## src/rtl/alu_pkg.sv

```systemverilog
// Shared types and defaults for the ALU command controller.
package alu_pkg;

    localparam int N_DEF = 8;

    typedef enum logic [1:0] {
        OP_ADD = 2'd0,
        OP_SUB = 2'd1,
        OP_AND = 2'd2,
        OP_OR  = 2'd3
    } alu_op_t;

    typedef enum logic [1:0] {
        ST_IDLE = 2'd0,
        ST_WAIT = 2'd1,
        ST_RESP = 2'd2
    } state_t;

endpackage

```

## src/rtl/alu_ctrl_if.sv

```systemverilog
// Command, ALU and response signals of alu_ctrl.
// slave = the controller, master = the environment around it.
interface alu_ctrl_if #(
    parameter int N = alu_pkg::N_DEF
) ();
    import alu_pkg::*;

    logic            cmd_valid;
    logic            cmd_ready;
    alu_op_t         cmd_op;
    logic [N-1:0]    cmd_a;
    logic [N-1:0]    cmd_b;

    logic [N-1:0]    alu_in1;
    logic [N-1:0]    alu_in2;
    alu_op_t         alu_op;
    logic [N-1:0]    alu_out;
    logic            alu_z;

    logic            rsp_valid;
    logic            rsp_ready;
    logic [N-1:0]    rsp_data;
    logic            rsp_zero;

    logic            busy;

    modport slave (
        input  cmd_valid, cmd_op, cmd_a, cmd_b, alu_out, alu_z, rsp_ready,
        output cmd_ready, alu_in1, alu_in2, alu_op, rsp_valid, rsp_data, rsp_zero, busy
    );

    modport master (
        output cmd_valid, cmd_op, cmd_a, cmd_b, alu_out, alu_z, rsp_ready,
        input  cmd_ready, alu_in1, alu_in2, alu_op, rsp_valid, rsp_data, rsp_zero, busy
    );

endinterface

```

## src/rtl/alu_cmd_fifo.sv

```systemverilog
// Synchronous command FIFO; pointers carry one extra bit to tell full from empty.
module alu_cmd_fifo #(
    parameter int W     = 18,
    parameter int DEPTH = 4
) (
    input  logic         clk,
    input  logic         rstn,
    input  logic         push,
    input  logic [W-1:0] din,
    input  logic         pop,
    output logic [W-1:0] dout,
    output logic         full,
    output logic         empty
);
    localparam int AW = $clog2(DEPTH);

    logic [W-1:0] mem [DEPTH];
    logic [AW:0]  wptr;
    logic [AW:0]  rptr;
    logic         do_push;
    logic         do_pop;

    assign full    = (wptr[AW] != rptr[AW]) && (wptr[AW-1:0] == rptr[AW-1:0]);
    assign empty   = (wptr == rptr);
    assign do_push = push && !full;
    assign do_pop  = pop && !empty;
    assign dout    = mem[rptr[AW-1:0]];

    // Pointer update; a write is refused when full even if a pop happens the same edge.
    always_ff @(posedge clk or negedge rstn) begin
        if (!rstn) begin
            wptr <= '0;
            rptr <= '0;
        end else begin
            if (do_push) wptr <= wptr + (AW+1)'(1);
            if (do_pop)  rptr <= rptr + (AW+1)'(1);
        end
    end

    // Storage write at the tail.
    always_ff @(posedge clk) begin
        if (do_push) mem[wptr[AW-1:0]] <= din;
    end

endmodule

```

## src/rtl/alu_ctrl.sv

```systemverilog
// ALU command controller: queues commands, issues one at a time to an external
// ALU, waits ALU_LAT cycles, captures the result and holds it until accepted.
//
// state   | meaning
// IDLE    | nothing in flight; issue FIFO head when available
// WAIT    | command issued, counting down ALU latency
// RESP    | result captured, waiting for rsp_ready
module alu_ctrl
    import alu_pkg::*;
#(
    parameter int N       = N_DEF,
    parameter int DEPTH   = 4,
    parameter int ALU_LAT = 1
) (
    input  logic       clk,
    input  logic       rstn,
    alu_ctrl_if.slave  bus
);
    localparam int W  = 2 + 2*N;
    localparam int CW = $clog2(ALU_LAT + 1);

    state_t         state;
    state_t         state_nxt;
    logic [CW-1:0]  cnt;
    logic           pop;
    logic           issue;
    logic           capture;
    logic           full;
    logic           empty;
    logic [W-1:0]   head;

    logic [N-1:0]   in1_q;
    logic [N-1:0]   in2_q;
    alu_op_t        op_q;
    logic           rsp_valid_q;
    logic [N-1:0]   rsp_data_q;
    logic           rsp_zero_q;

    alu_cmd_fifo #(.W(W), .DEPTH(DEPTH)) u_fifo (
        .clk   (clk),
        .rstn  (rstn),
        .push  (bus.cmd_valid && !full),
        .din   ({bus.cmd_op, bus.cmd_a, bus.cmd_b}),
        .pop   (pop),
        .dout  (head),
        .full  (full),
        .empty (empty)
    );

    assign bus.cmd_ready = !full;
    assign bus.busy      = !empty || (state != ST_IDLE);
    assign bus.alu_in1   = in1_q;
    assign bus.alu_in2   = in2_q;
    assign bus.alu_op    = op_q;
    assign bus.rsp_valid = rsp_valid_q;
    assign bus.rsp_data  = rsp_data_q;
    assign bus.rsp_zero  = rsp_zero_q;

    // State register.
    always_ff @(posedge clk or negedge rstn) begin
        if (!rstn) state <= ST_IDLE;
        else       state <= state_nxt;
    end

    // Next state and per-cycle strobes.
    always_comb begin
        state_nxt = state;
        pop       = 1'b0;
        issue     = 1'b0;
        capture   = 1'b0;
        case (state)
            ST_IDLE: begin
                if (!empty) begin
                    pop       = 1'b1;
                    issue     = 1'b1;
                    state_nxt = ST_WAIT;
                end
            end
            ST_WAIT: begin
                if (cnt == '0) begin
                    capture   = 1'b1;
                    state_nxt = ST_RESP;
                end
            end
            ST_RESP: begin
                if (bus.rsp_ready) state_nxt = ST_IDLE;
            end
            default: state_nxt = ST_IDLE;
        endcase
    end

    // Issue registers, latency counter and result capture.
    always_ff @(posedge clk or negedge rstn) begin
        if (!rstn) begin
            in1_q       <= '0;
            in2_q       <= '0;
            op_q        <= OP_ADD;
            cnt         <= '0;
            rsp_valid_q <= 1'b0;
            rsp_data_q  <= '0;
            rsp_zero_q  <= 1'b0;
        end else begin
            if (issue) begin
                op_q  <= alu_op_t'(head[W-1 -: 2]);
                in1_q <= head[2*N-1 -: N];
                in2_q <= head[N-1:0];
                cnt   <= CW'(ALU_LAT);
            end else if (state == ST_WAIT && cnt != '0) begin
                cnt <= cnt - CW'(1);
            end
            if (capture) begin
                rsp_data_q  <= bus.alu_out;
                rsp_zero_q  <= bus.alu_z;
                rsp_valid_q <= 1'b1;
            end else if (state == ST_RESP && bus.rsp_ready) begin
                rsp_valid_q <= 1'b0;
            end
        end
    end

endmodule

```

## src/flat_wrapper.sv

```systemverilog
// flat-port wrapper written by rule: the top's interface ports become plain ports
module alu_ctrl_flat import alu_pkg::*;
#(
    parameter int N       = N_DEF,
    parameter int DEPTH   = 4,
    parameter int ALU_LAT = 1
)
  (clk, rstn, bus_cmd_valid, bus_cmd_op, bus_cmd_a, bus_cmd_b, bus_alu_out, bus_alu_z, bus_rsp_ready, bus_cmd_ready, bus_alu_in1, bus_alu_in2, bus_alu_op, bus_rsp_valid, bus_rsp_data, bus_rsp_zero, bus_busy);
  alu_ctrl_if #(.N(N)) bus_i ();
  input  logic clk;
  input  logic rstn;
  input wire logic [$bits(bus_i.cmd_valid)-1:0] bus_cmd_valid;
  input wire logic [$bits(bus_i.cmd_op)-1:0] bus_cmd_op;
  input wire logic [$bits(bus_i.cmd_a)-1:0] bus_cmd_a;
  input wire logic [$bits(bus_i.cmd_b)-1:0] bus_cmd_b;
  input wire logic [$bits(bus_i.alu_out)-1:0] bus_alu_out;
  input wire logic [$bits(bus_i.alu_z)-1:0] bus_alu_z;
  input wire logic [$bits(bus_i.rsp_ready)-1:0] bus_rsp_ready;
  output wire logic [$bits(bus_i.cmd_ready)-1:0] bus_cmd_ready;
  output wire logic [$bits(bus_i.alu_in1)-1:0] bus_alu_in1;
  output wire logic [$bits(bus_i.alu_in2)-1:0] bus_alu_in2;
  output wire logic [$bits(bus_i.alu_op)-1:0] bus_alu_op;
  output wire logic [$bits(bus_i.rsp_valid)-1:0] bus_rsp_valid;
  output wire logic [$bits(bus_i.rsp_data)-1:0] bus_rsp_data;
  output wire logic [$bits(bus_i.rsp_zero)-1:0] bus_rsp_zero;
  output wire logic [$bits(bus_i.busy)-1:0] bus_busy;
  assign bus_i.cmd_valid = bus_cmd_valid;
  assign bus_i.cmd_op = bus_cmd_op;
  assign bus_i.cmd_a = bus_cmd_a;
  assign bus_i.cmd_b = bus_cmd_b;
  assign bus_i.alu_out = bus_alu_out;
  assign bus_i.alu_z = bus_alu_z;
  assign bus_i.rsp_ready = bus_rsp_ready;
  assign bus_cmd_ready = bus_i.cmd_ready;
  assign bus_alu_in1 = bus_i.alu_in1;
  assign bus_alu_in2 = bus_i.alu_in2;
  assign bus_alu_op = bus_i.alu_op;
  assign bus_rsp_valid = bus_i.rsp_valid;
  assign bus_rsp_data = bus_i.rsp_data;
  assign bus_rsp_zero = bus_i.rsp_zero;
  assign bus_busy = bus_i.busy;
  alu_ctrl #(.N(N), .DEPTH(DEPTH), .ALU_LAT(ALU_LAT)) u_core (.clk(clk), .rstn(rstn), .bus(bus_i));
endmodule
```

## config.mk

```make
export PLATFORM = sky130hd
export DESIGN_NAME = alu_ctrl_flat
export DESIGN_NICKNAME = d
export VERILOG_FILES = /design/src/rtl/alu_pkg.sv /design/src/rtl/alu_ctrl_if.sv /design/src/rtl/alu_cmd_fifo.sv /design/src/rtl/alu_ctrl.sv /design/src/flat_wrapper.sv
export SDC_FILE = /design/constraint.sdc
export NUM_CORES = 1
export LEC_CHECK = 0
export CAP_MARGIN = 20
export CORE_ASPECT_RATIO = 0.7
export CORE_MARGIN = 2
export CORE_UTILIZATION = 50
export DETAILED_ROUTE_END_ITERATION = 8
export HOLD_SLACK_MARGIN = 0.12
export PLACE_DENSITY = 0.74
export SYNTH_ARGS = -nofsm -noshare
export SYNTH_HDL_FRONTEND = slang
export SYNTH_HIERARCHICAL = 1
export SYNTH_SLANG_ARGS = --single-unit
```

## constraint.sdc

```tcl
create_clock -name clk -period 2.54 [get_ports clk]
set_clock_uncertainty 0.1 [all_clocks]
set_input_delay 0.508 -clock clk [delete_from_list [all_inputs] [get_ports clk]]
set_output_delay 0.508 -clock clk [all_outputs]
set_load 0.02 [all_outputs]
```

## Word level (Yosys, flattened, before mapping)

Memory sizes are Yosys's and may differ from the RTL's. A register that Yosys moved wholly into a read port is not among the register bits.
Cells that the tools add are included.

- RAM bits: 72
- Input port bits: 31
- Register bits after elaboration: 19
- Word-level logic and storage cells: 48
- Memories: 1
- Output and inout bits: 30

- Add/subtract/negate cells: 3
- Equal/unequal tests: 8
- Reductions and logical operators: 15
- Mux-type cells: 14

Memories:

| memory | words | width | rd ports | clocked after memory_dff | wr ports | RTL line | text |
|---|---|---|---|---|---|---|---|
| u_core.u_fifo.mem | 4 | 18 | 1 | 1 | 1 | alu_cmd_fifo.sv:17 | `logic [W-1:0] mem [DEPTH];` |

Operators by type and width:

| operator | count |
|---|---|
| 2-to-1 mux 1 bit | 10 |
| adder 3 x 1 -> 3 bit (second input constant) | 2 |
| logical AND 1 bit | 6 |
| 2-to-1 mux 2 bit | 3 |
| inequality test 2 bit (second input constant) | 3 |
| case mux 2 bit (3 select lines) | 1 |
| nonzero test 2 bit | 3 |
| equality test 3 bit | 1 |
| zero test 1 bit | 3 |
| AND reduction 3 bit | 1 |
| equality test 2 x 1 -> 1 bit (second input constant) | 1 |
| equality test 2 bit | 1 |
| equality test 2 bit (second input constant) | 1 |
| zero test 2 bit | 1 |
| logical OR 1 bit | 1 |
| inequality test 1 bit | 1 |
| subtractor 1 bit (second input constant) | 1 |

## Depth between registers and ports, before layout

- Depth in word-level cells: 7
- Depth in mapped cells: 8

## Modules after synthesis

Netlist, hierarchy kept.

By module, submodules not included:

| module | cells an instance | instances | area an instance (um^2) |
|---|---|---|---|
| alu_cmd_fifo | 145 | 1 | 3,086.7 |
| alu_ctrl | 79 | 1 | 1,268.7 |

## Worst setup path after synthesis

OpenSTA, ideal clock, no wires.

- Path type: flip-flop to flip-flop
- From: register u_core.u_fifo.wptr[0]
- To: memory u_core.u_fifo.mem[0][0] (enable)
- Data arrival time: 1.805 ns
- Stages on the path, launching flop included: 9
- Buffers on the path: 1
- Setup slack: 0.259 ns
- Setup time: 0.376 ns
- Clock period less this slack: 2.281 ns
- Cells stage by stage: dfrtp_1 > xnor2_1 > buf_6 > nand3_1 > inv_1 > nor2b_1 > inv_1 > a31oi_2 > and2_1

- Word-level cells in the longest chain between the ends: 7

Ends and longest elaborated chain:

| what | RTL line | text |
|---|---|---|
| start, declared | alu_cmd_fifo.sv:18 | `logic [AW:0] wptr;` |
| start signal, assigned | alu_cmd_fifo.sv:35 | `if (do_push) wptr <= wptr + (AW+1)'(1);` |
| equality test 2 bit (*) | alu_cmd_fifo.sv:23 | `assign full = (wptr[AW] != rptr[AW]) && (wptr[AW-1:0] == rptr[AW-1:0]);` |
| logical AND 1 bit (*) | alu_cmd_fifo.sv:23 |  |
| via u_core.full | alu_ctrl.sv:28 | `logic full;` |
| zero test 1 bit (*) | alu_cmd_fifo.sv:25, alu_ctrl.sv:42 |  |
| logical AND 1 bit | alu_ctrl.sv:42 | `.push (bus.cmd_valid && !full),` |
| logical AND 1 bit (*) | alu_cmd_fifo.sv:25 | `assign do_push = push && !full;` |
| 2-to-1 mux 1 bit (*) | alu_cmd_fifo.sv:42 | `if (do_push) mem[wptr[AW-1:0]] <= din;` |
| 2-to-1 mux 1 bit (not written as such) (*) | alu_cmd_fifo.sv:42 |  |
| end, declared | alu_cmd_fifo.sv:17 |  |

Mark *: on every way through the listed nets, which the timed path passes. The rest lies on a longest branch.

## Final worst setup path

- From: register u_core.u_fifo.rptr[2]
- To: memory u_core.u_fifo.mem[0][5] (enable)

- Word-level cells in the longest chain between the ends: 7

Ends and longest elaborated chain:

| what | RTL line | text |
|---|---|---|
| start, declared | alu_cmd_fifo.sv:19 | `logic [AW:0] rptr;` |
| start signal, assigned | alu_cmd_fifo.sv:36 | `if (do_pop) rptr <= rptr + (AW+1)'(1);` |
| inequality test 1 bit (*) | alu_cmd_fifo.sv:23 |  |
| logical AND 1 bit (*) | alu_cmd_fifo.sv:23 |  |
| via u_core.full | alu_ctrl.sv:28 |  |
| zero test 1 bit (*) | alu_cmd_fifo.sv:25, alu_ctrl.sv:42 |  |
| logical AND 1 bit | alu_ctrl.sv:42 |  |
| logical AND 1 bit (*) | alu_cmd_fifo.sv:25 |  |
| 2-to-1 mux 1 bit (*) | alu_cmd_fifo.sv:42 |  |
| 2-to-1 mux 1 bit (not written as such) (*) | alu_cmd_fifo.sv:42 |  |

Marked as above.

==> results.py <==
metrics = {
    "status": {
        "status": "complete, no violations",
    },
    "logic_synthesis": {
        "synth_largest_area_cell": "edfxtp_1",
        "ys_seq_area_frac": 0.709,
        "synth_enable_flop_cells": 72,
        "post-synth-top-count-cell": "edfxtp_1",
        "netlist_area_sq_mm": 0.00436,
        "ys_types": 34,
        "synth_ff_type": "edfxtp_1",
        "ys.warnings.count": 6,
        "netlist_instances": 224,
        "avgSynthCellArea_sq_um": 19.4,
        "synth_common_cells": "72 x edfxtp_1, 37 x dfrtp_1, 18 x mux2_2, 18 x mux4_2, 9 x mux2_4",
        "synth-seq-cells": 109,
        "yosys-top-cells-area": "edfxtp_1 50%, dfrtp_1 21%, mux4_2 9.3%",
        "async_reset_ff_frac": 0.339,
        "synth_top_area_share": 0.496,
        "synth_nets": 260,
    },
    "sta": {
        "setup-violations-final": 0,
        "hold_viol": 0,
        "period_minus_slack_ns": 2.21,
        "maxSlewViolCount": 0,
        "slew_headroom": 0.423,
        "rsz0062_at_grt": "false",
        "layout_setup_ws_ns": 0.335,
        "tns_ns": 0,
        "fmax_ghz": 0.453,
        "finalCritPeriodShare": 0.868,
        "worst_pin_slew_ns": 0.865,
    },
    "cells_and_area": {
        "nNetsFinal": 335,
        "final_util": 0.654,
        "area_delta_synth_final_pct": 26.7,
        "antenna_cells": 0,
        "drive_above_1_share": 0.289,
    },
    "grt": {
        "grt_pass1_vias": 2342,
        "met1_usage": 0.240,
        "antenna_found_initial": 0,
        "busiest_layer": "met2",
        "met3_usage": 0.0531,
        "grt_pass1_wl_um": 12300,
        "gr-total-overflow": 0,
        "grt_max_degree": 38,
        "grt_use_met2": 0.294,
        "track_usage": 0.185,
    },
    "placed_design": {
        "gp_congestion": 0.760,
        "preCtsSetupSlack_ns": 0.191,
        "port_buffers": 60,
        "dp_hpwl_um": 4960,
    },
    "clock_network": {
        "clk_latency_ns": 0.35,
        "clock_sinks": 109,
        "cts_made_buffers": 9,
        "cts_tree": "built",
        "cts_buffer_depth": 2,
        "clk_pin_slew_ns": 0.07,
        "post_cts_buffers": 0,
        "root_buffer": "clkbuf_16",
        "cts_max_level": 3,
    },
    "worst_setup_path": {
        "reg2reg_depth": 8,
        "crit_start": "u_core/u_fifo/rptr[2]",
        "r2r_start": "u_core/u_fifo/rptr[2]",
        "r2r_end": "u_core/u_fifo/mem[0][5]",
        "startpoint_type": "register",
        "worstPathMaxFanout": 5,
        "cp_data_arrival_time_ns": 2.17,
        "path_class": "reg2reg",
        "cp_data_required_time_ns": 2.50,
        "endpoint_kind": "register",
        "r2r_slack_ns": 0.33,
    },
    "floorplan": {
        "die-area_sq_mm": 0.00949,
        "core_sq_mm": 0.00844,
        "initial_core_util": 0.516,
        "std_cell_rows": 28,
        "die_h_um": 82.1,
        "ios": 61,
        "die_w_um": 116,
    },
    "pwr": {
        "power_density_mw_per_mm2": 1350,
        "total_power_uw": 7470,
        "leakage_uw": 0.00202,
        "max-vdd-ir-drop_v": 0.000771,
    },
    "route": {
        "first_pass_iters": 4,
        "drc": 0,
        "wl_per_cell_um": 18.2,
        "routed_wl_um": 7740,
        "dr.first_iter.drc_count": 102,
        "ant_nets": 0,
        "vias": 2208,
        "drt-vias-per-instance": 5.21,
    },
    "worst_hold_path": {
        "hold_class": "in2async",
    },
    "run": {
        "maxCapViolCount": 0,
    },
}
[cells by family (layout without fill, tap and decap cells)]
family / count (synthesis) / count (layout) / share of synthesized area
adder cells (fa/ha/maj): 5 / 5 / 0.0144
buffers and inverters: 16 / 96 / 0.0267
flip-flops: 109 / 109 / 0.709
XOR/XNOR: 7 / 7 / 0.0175
AND/OR/NAND/NOR: 27 / 27 / 0.0362
multiplexers: 45 / 45 / 0.171
AO/OA/AOI/OAI: 15 / 15 / 0.0256
[flip-flops by register name, summed over array words and instances, names as in the netlist]
register	flops
u_core/bus.rsp_data	8
u_core/u_fifo/mem	72
u_core/bus.alu_in2	8
u_core/u_fifo/rptr	3
u_core/cnt	1
u_core/u_fifo/wptr	3
u_core/bus.rsp_valid	1
u_core/bus.alu_in1	8
u_core/bus.alu_op	2
u_core/bus.rsp_zero	1
u_core/state	2
[worst max-delay path, stage by stage (launching register included)]
cell,delay [ns]
dfrtp_2,0.47
xor2_4,0.22
nand3_1,0.08
inv_1,0.05
nor2b_1,0.23
inv_1,0.08
a31oi_2,0.24
and2_1,0.26
buf_4,0.18
[worst max path at each step]
| stage | slack (ns) | cells after the start | to |
|---|---|---|---|
| 2_1_floorplan | 0.26 | 8 | u_core/u_fifo/mem[0][0] |
| 3_3_place_gp | 0.20 | 6 | u_core/u_fifo/mem[1][10] |
| 3_5_place_dp | 0.19 | 6 | u_core/u_fifo/mem[0][5] |
| 4_1_cts | 0.01 | 4 | bus_busy |
| 5_1_grt | 0.17 | 8 | u_core/u_fifo/mem[0][5] |
| 6_report | 0.33 | 8 | u_core/u_fifo/mem[0][5] |
[through the flow]
step                cells  cell area (sq um)  hold WS [ns]
floorplan             224               4360         0.112
CTS                   424               5490         0.207
detailed placement    408               5160         0.394
global route          424               5520         0.260
global placement      408               5160         0.391
finish                424               5520         0.166
[metal layers]
layer | up-vias | share of wire | wire, um
li1 | 1004 | - | -
met1 | 1130 | 0.44 | 3440
met2 | 62 | 0.49 | 3780
met3 | 12 | 0.045 | 349
met4 | 0 | 0.021 | 161
met5 | - | 0 | 0
[repair_timing]
item | in CTS | in global routing
hold buffers | 0 | 0
setup endpoints to repair | 1 | 2
gates resized for setup | 3 | 6
[cell type report]
| class | instances | area [sq um] |
|---|---|---|
| sequential | 109 | 3090 |
| fill | 578 | 2920 |
| multi-input combinational | 99 | 1180 |
| timing repair buffer | 73 | 748 |
| clock buffer | 10 | 229 |
| tap | 120 | 150 |
| clock inverter | 6 | 95.1 |
| inverter | 7 | 26.3 |
[cells in the final DEF (no fill, tap or decap), types with 2 or more instances in the layout]
| master | Yosys | routed |
|---|---|---|
| or2_2 | 2 | 2 |
| mux4_2 | 18 | 18 |
| mux2_4 | 9 | 9 |
| nor3b_1 | 3 | 3 |
| buf_12 | 1 | 4 |
| ha_1 | 5 | 5 |
| a31oi_1 | 2 | 2 |
| xnor2_2 | 1 | 3 |
| a21o_1 | 3 | 3 |
| a31oi_2 | 2 | 2 |
| dfrtp_1 | 37 | 34 |
| bufinv_16 | 0 | 2 |
| a21oi_1 | 3 | 3 |
| mux2_2 | 18 | 18 |
| nand2_1 | 4 | 4 |
| nand2b_1 | 2 | 2 |
| nor2_1 | 4 | 4 |
| dlymetal6s2s_1 | 0 | 2 |
| dfrtp_2 | 0 | 3 |
| clkinvlp_4 | 0 | 2 |
| and2_1 | 4 | 4 |
| inv_1 | 7 | 7 |
| o21ai_0 | 2 | 2 |
| clkbuf_16 | 0 | 9 |
| clkdlybuf4s50_1 | 0 | 57 |
| xor2_1 | 2 | 2 |
| edfxtp_1 | 72 | 72 |
| buf_4 | 0 | 9 |
| nand3_1 | 3 | 3 |
[report_power, final]
part,switching (uW),internal [uW],total [uW]
clock,622,874,1500
combinational,1460,1690,3150
sequential,304,2520,2820
total,2390,5080,7470
Note: power is estimated with default switching activity, not from simulation.
